<file path="src/rtl/multiport_register_file.sv">
// Multi-port register file with a pending-write scoreboard; r0 reads as zero.
// Optional same-cycle write-to-read bypass is enabled by defining REGFILE_BYPASS_EN.
module multiport_register_file #(
  parameter  int REG_SIZE  = 32,
  parameter  int FILE_SIZE = 32,
  parameter  int NUM_READ  = 2,
  parameter  int NUM_WRITE = 1,
  localparam int AW        = $clog2(FILE_SIZE)
) (
  input  logic                               clk,
  input  logic                               reset,
  input  logic [NUM_READ-1:0][AW-1:0]        readRegister,
  output logic [NUM_READ-1:0][REG_SIZE-1:0]  readData,
  output logic [NUM_READ-1:0]                readReady,
  input  logic [NUM_WRITE-1:0]               writeEnable,
  input  logic [NUM_WRITE-1:0][AW-1:0]       writeRegister,
  input  logic [NUM_WRITE-1:0][REG_SIZE-1:0] writeData,
  input  logic                               reserveEnable,
  input  logic [AW-1:0]                      reserveRegister,
  output logic [FILE_SIZE-1:0]               pendingMask
);

  logic [REG_SIZE-1:0]  regs_q [FILE_SIZE];
  logic [REG_SIZE-1:0]  regs_d [FILE_SIZE];
  logic [FILE_SIZE-1:0] pend_q;
  logic [FILE_SIZE-1:0] pend_d;
  logic [FILE_SIZE-1:0] wr_hit;
  logic [REG_SIZE-1:0]  wr_val [FILE_SIZE];
  logic [FILE_SIZE-1:0] rsv_hit;

  // Later ports overwrite earlier ones, so the highest index wins.
  always_comb begin
    for (int i = 0; i < FILE_SIZE; i++) begin
      wr_hit[i]  = 1'b0;
      wr_val[i]  = '0;
      rsv_hit[i] = 1'b0;
      if (i != 0) begin
        rsv_hit[i] = reserveEnable &&
                     (reserveRegister == AW'(i));
        for (int w = 0; w < NUM_WRITE; w++) begin
          if (writeEnable[w] &&
              (writeRegister[w] == AW'(i))) begin
            wr_hit[i] = 1'b1;
            wr_val[i] = writeData[w];
          end
        end
      end
    end
  end

  always_comb begin
    for (int i = 0; i < FILE_SIZE; i++) begin
      regs_d[i] = wr_hit[i] ? wr_val[i] : regs_q[i];
      pend_d[i] = rsv_hit[i] | (pend_q[i] & ~wr_hit[i]);
    end
    regs_d[0] = '0;
    pend_d[0] = 1'b0;
  end

  always_ff @(posedge clk or negedge reset) begin
    if (!reset) begin
      for (int i = 0; i < FILE_SIZE; i++) begin
        regs_q[i] <= '0;
      end
      pend_q <= '0;
    end else begin
      for (int i = 0; i < FILE_SIZE; i++) begin
        regs_q[i] <= regs_d[i];
      end
      pend_q <= pend_d;
    end
  end

  assign pendingMask = pend_q;

  always_comb begin
    for (int p = 0; p < NUM_READ; p++) begin
      readData[p]  = regs_q[readRegister[p]];
      readReady[p] = ~pend_q[readRegister[p]];
`ifdef REGFILE_BYPASS_EN
      if (wr_hit[readRegister[p]]) begin
        readData[p]  = wr_val[readRegister[p]];
        readReady[p] = ~rsv_hit[readRegister[p]];
      end
`endif
    end
  end

endmodule

</file>
<file path="config.mk">
export PLATFORM = sky130hd
export DESIGN_NAME = multiport_register_file
export DESIGN_NICKNAME = d
export VERILOG_FILES = /design/src/rtl/multiport_register_file.sv
export SDC_FILE = /design/constraint.sdc
export NUM_CORES = 2
export LEC_CHECK = 0
export CAP_MARGIN = 20
export CORE_ASPECT_RATIO = 1.75
export CORE_UTILIZATION = 40
export CTS_CLUSTER_DIAMETER = 60
export CTS_CLUSTER_SIZE = 10
export DETAILED_ROUTE_END_ITERATION = 6
export SLEW_MARGIN = 20
export SYNTH_ARGS = -nofsm -noshare
export SYNTH_HDL_FRONTEND = slang
export SYNTH_SLANG_ARGS = --single-unit
export TNS_END_PERCENT = 20
</file>
<file path="constraint.sdc">
create_clock -name clk -period 2.7 [get_ports clk]
set_input_delay 0.405 -clock clk [delete_from_list [all_inputs] [get_ports clk]]
set_output_delay 0.405 -clock clk [all_outputs]
set_load 0.005 [all_outputs]
</file>
==> impl_metrics.ini <==
[synthesis]
synth_cell_type_count = 36
yosysSeqAreaShare_pct = 46.6
yosysTopAreaCell = dfrtp_1
syn_area_sq_um = 54900
syn_inst = 3746
synth_nets = 3802
synth_edf_count = 0
syn_avg_cell_area_sq_um = 14.7
synthFlopType = dfrtp_1
ys_ff_latch = 1023
ys_warn_count = 0
synthTopCellsByArea = dfrtp_1, mux2_2, mux4_2
async_flop_share_pct = 100
synth_top_area_share_pct = 46.6

[route]
via_count = 37200
routed_wl_mm = 190
ant_nets = 0
drt-wirelength-per-cell_microns = 32.0
drc = 0
first_pass_iters = 7
drt-vias-per-instance = 6.28
dr.first_iter.drc_count = 2622

[floorplanning]
die_w_microns = 282
fp-row-count = 179
core_area_sq_um = 136000
start_util_pct = 40.4
num_io_pins = 154
fp.dieH_microns = 492
die_area_sq_um = 139000

[outcome]
violations = setup timing
status = complete, but fails checks

[timing]
layout_setup_ws_ns = -0.140
timing.hold.ws_ns = 0.164
fin_crit_ns = 2.84
tightest_slew_ns = 0.696
skew_ns = 0
max_freq_ghz = 0.352
rsz0062_at_grt = yes
fin_crit_sh_pct = 105
drv_slew = 0
slew_headroom_pct = 53.6
hold_viol_final = 0
finalSetupViolCount = 50

[global_route]
grt_first_pass_wirelength_mm = 278
grt_pass1_vias = 39900
grt_remaining_overflow = 0
grt_usage_pct = 27.7
antenna_found_initial = 7
grt_max_degree = 116

[setup_path]
end_kind = output pin
worst_setup_path_start_kind = flop
worst-endpoint-required_ns = 2.30
reg2reg_slack_ns = 1.68
path_max_fanout = 2
cp.arrival_ns = 2.43
cp_slowest_cell = mux4_2
path_cells = buf_4 > mux4_2 > a22o_1 > o21ai_2 > o31ai_4 > buf_2
critPathKind = flop to output pin
critical-path-max-stage-delay_ns = 0.44

[pwr]
power.total_mw = 45.8
leakagePower_nw = 29.0
cell_internal_pwr_mw = 32.8
p_clk_share_pct = 30.5
combPwrFrac_pct = 24.4
switching_share_pct = 28.5
switchingPower_mw = 13.1
ir_drop_uv = 511
power_frac_seq_pct = 45.1
power.density_nw_per_um2 = 687

[place]
gp_congestion = 0.868
dp_hpwl_mm = 126
placed_cells = 5770
port_buffers = 152

[clock_network]
cts_tree = done
clock_latency_ns = 0.73
clk_pin_slew_worst_paths_ns = 0.06
cts_buffers = 114
htreeDepth = 3
cts_sinks = 1023
ctsLongestPathBuffers = 3
root_buffer = clkbuf_16

[flow_run]
max_cap_viol_count = 0

[cells_and_area]
area_delta_synth_final_pct = 21.6
nets = 4160
layout.cells.non_filler = 5927
mostFrequentLayoutCells = dfrtp_1, mux2_2, mux4_2
drive_gt1_share_pct = 55.3
final.fill_count = 11700
final_common_cell = dfrtp_1

[worst_hold_path]
hold_class = primary input to asynchronous set/reset pin
worst max-delay path: cells and delay by family, from the launching register on:
family,cells,cell delay (ns)
muxes,1,0.44
DFF,1,0.38
buffers and inverters,2,0.29
AOI/OAI and AO/OA,3,0.58
layer usage:
layer | vias to the layer above | global-route usage [%] | routed length (microns)
li1 | 15200 | - | -
met1 | 20200 | 34.0 | 72800
met2 | 1413 | 47.9 | 97500
met3 | 451 | 4.21 | 11100
met4 | 2 | 12.1 | 8490
met5 | - | 0 | 13
Yosys cell counts, drive strengths merged, types with 8 or more instances:
cell type     n
nand3         8
and2         66
nor2         21
buf         204
mux2i       196
clkbuf      207
dfrtp      1023
mux4        396
mux2       1059
a211oi       66
nor2b        12
o22ai        64
o31ai        72
nand2        22
a22o        202
o21ai        86
cell type report:
| type | instances | area (sq um) | area share [%] |
|---|---|---|---|
| clock buffer | 117 | 2910 | 4.35 |
| antenna | 2 | 5.00 | 0.00750 |
| inverter | 5 | 18.8 | 0.0281 |
| clock inverter | 10 | 150 | 0.225 |
| timing repair buffer | 653 | 7070 | 10.6 |
| sequential | 1023 | 25600 | 38.4 |
| tap | 1810 | 2260 | 3.39 |
| multi-input combinational | 2307 | 28700 | 43.0 |
flip-flops by register name (all words and copies together), names as in the netlist:
name         count
pendingMask     31
regs_q         992
logic make-up after synthesis:
kind of cell           after synthesis  synth area share, %
AO/OA/AOI/OAI                      502                 6.82
flip-flops                        1023                 46.6
buffers and inverters              416                 3.42
AND/OR/NAND/NOR                    153                 1.56
multiplexers                      1651                 41.6
other                                1              0.00683
worst paths after layout:
| kind | from | end | depth (start not counted) |
|---|---|---|---|
| worst max-delay path | regs_q[206] | readData[46] | 6 |
| worst min-delay path | reset | regs_q[656] | 2 |
| worst max register to register | regs_q[26] | regs_q[26] | 3 |
| worst min register to register | regs_q[621] | regs_q[621] | 1 |
| max in group asynchronous | reset | regs_q[651] | 3 |
| min in group clk | reserveRegister[3] | pendingMask[14] | 3 |
power by group through the flow:
stage,Combinational [mW],Sequential [mW],Clock (mW)
4_1_cts,11.0,20.6,14.3
2_1_floorplan,7.18,20.0,0
3_5_place_dp,10.8,20.9,0
3_3_place_gp,10.6,20.7,0
5_1_grt,11.9,21.1,14.7
6_report,11.2,20.7,14.0
per-stage QoR:
step	setup slack, ns	utilization (%)	setup TNS (ns)	instance area, sq um
finish	-0.140	49.1	-3.20	66700
global route	-0.182	49.1	-6.33	66700
CTS	-0.204	48.8	-10.36	66300
detailed placement	-0.621	46.0	-26.78	62500
global placement	-0.580	46.0	-26.67	62500
floorplan	0.403	-	0	54900
repair_timing:
action / CTS / global route
cloned: 0 / 0
hold buffers: 1 / 0
gates resized for setup: 322 / 140
hold endpoints to repair: 158 / 0
setup buffers: 14 / 29
pin swaps: 88 / 79
setup endpoints to repair: 66 / 66
No activity file was read; power rests on OpenSTA's default activity.
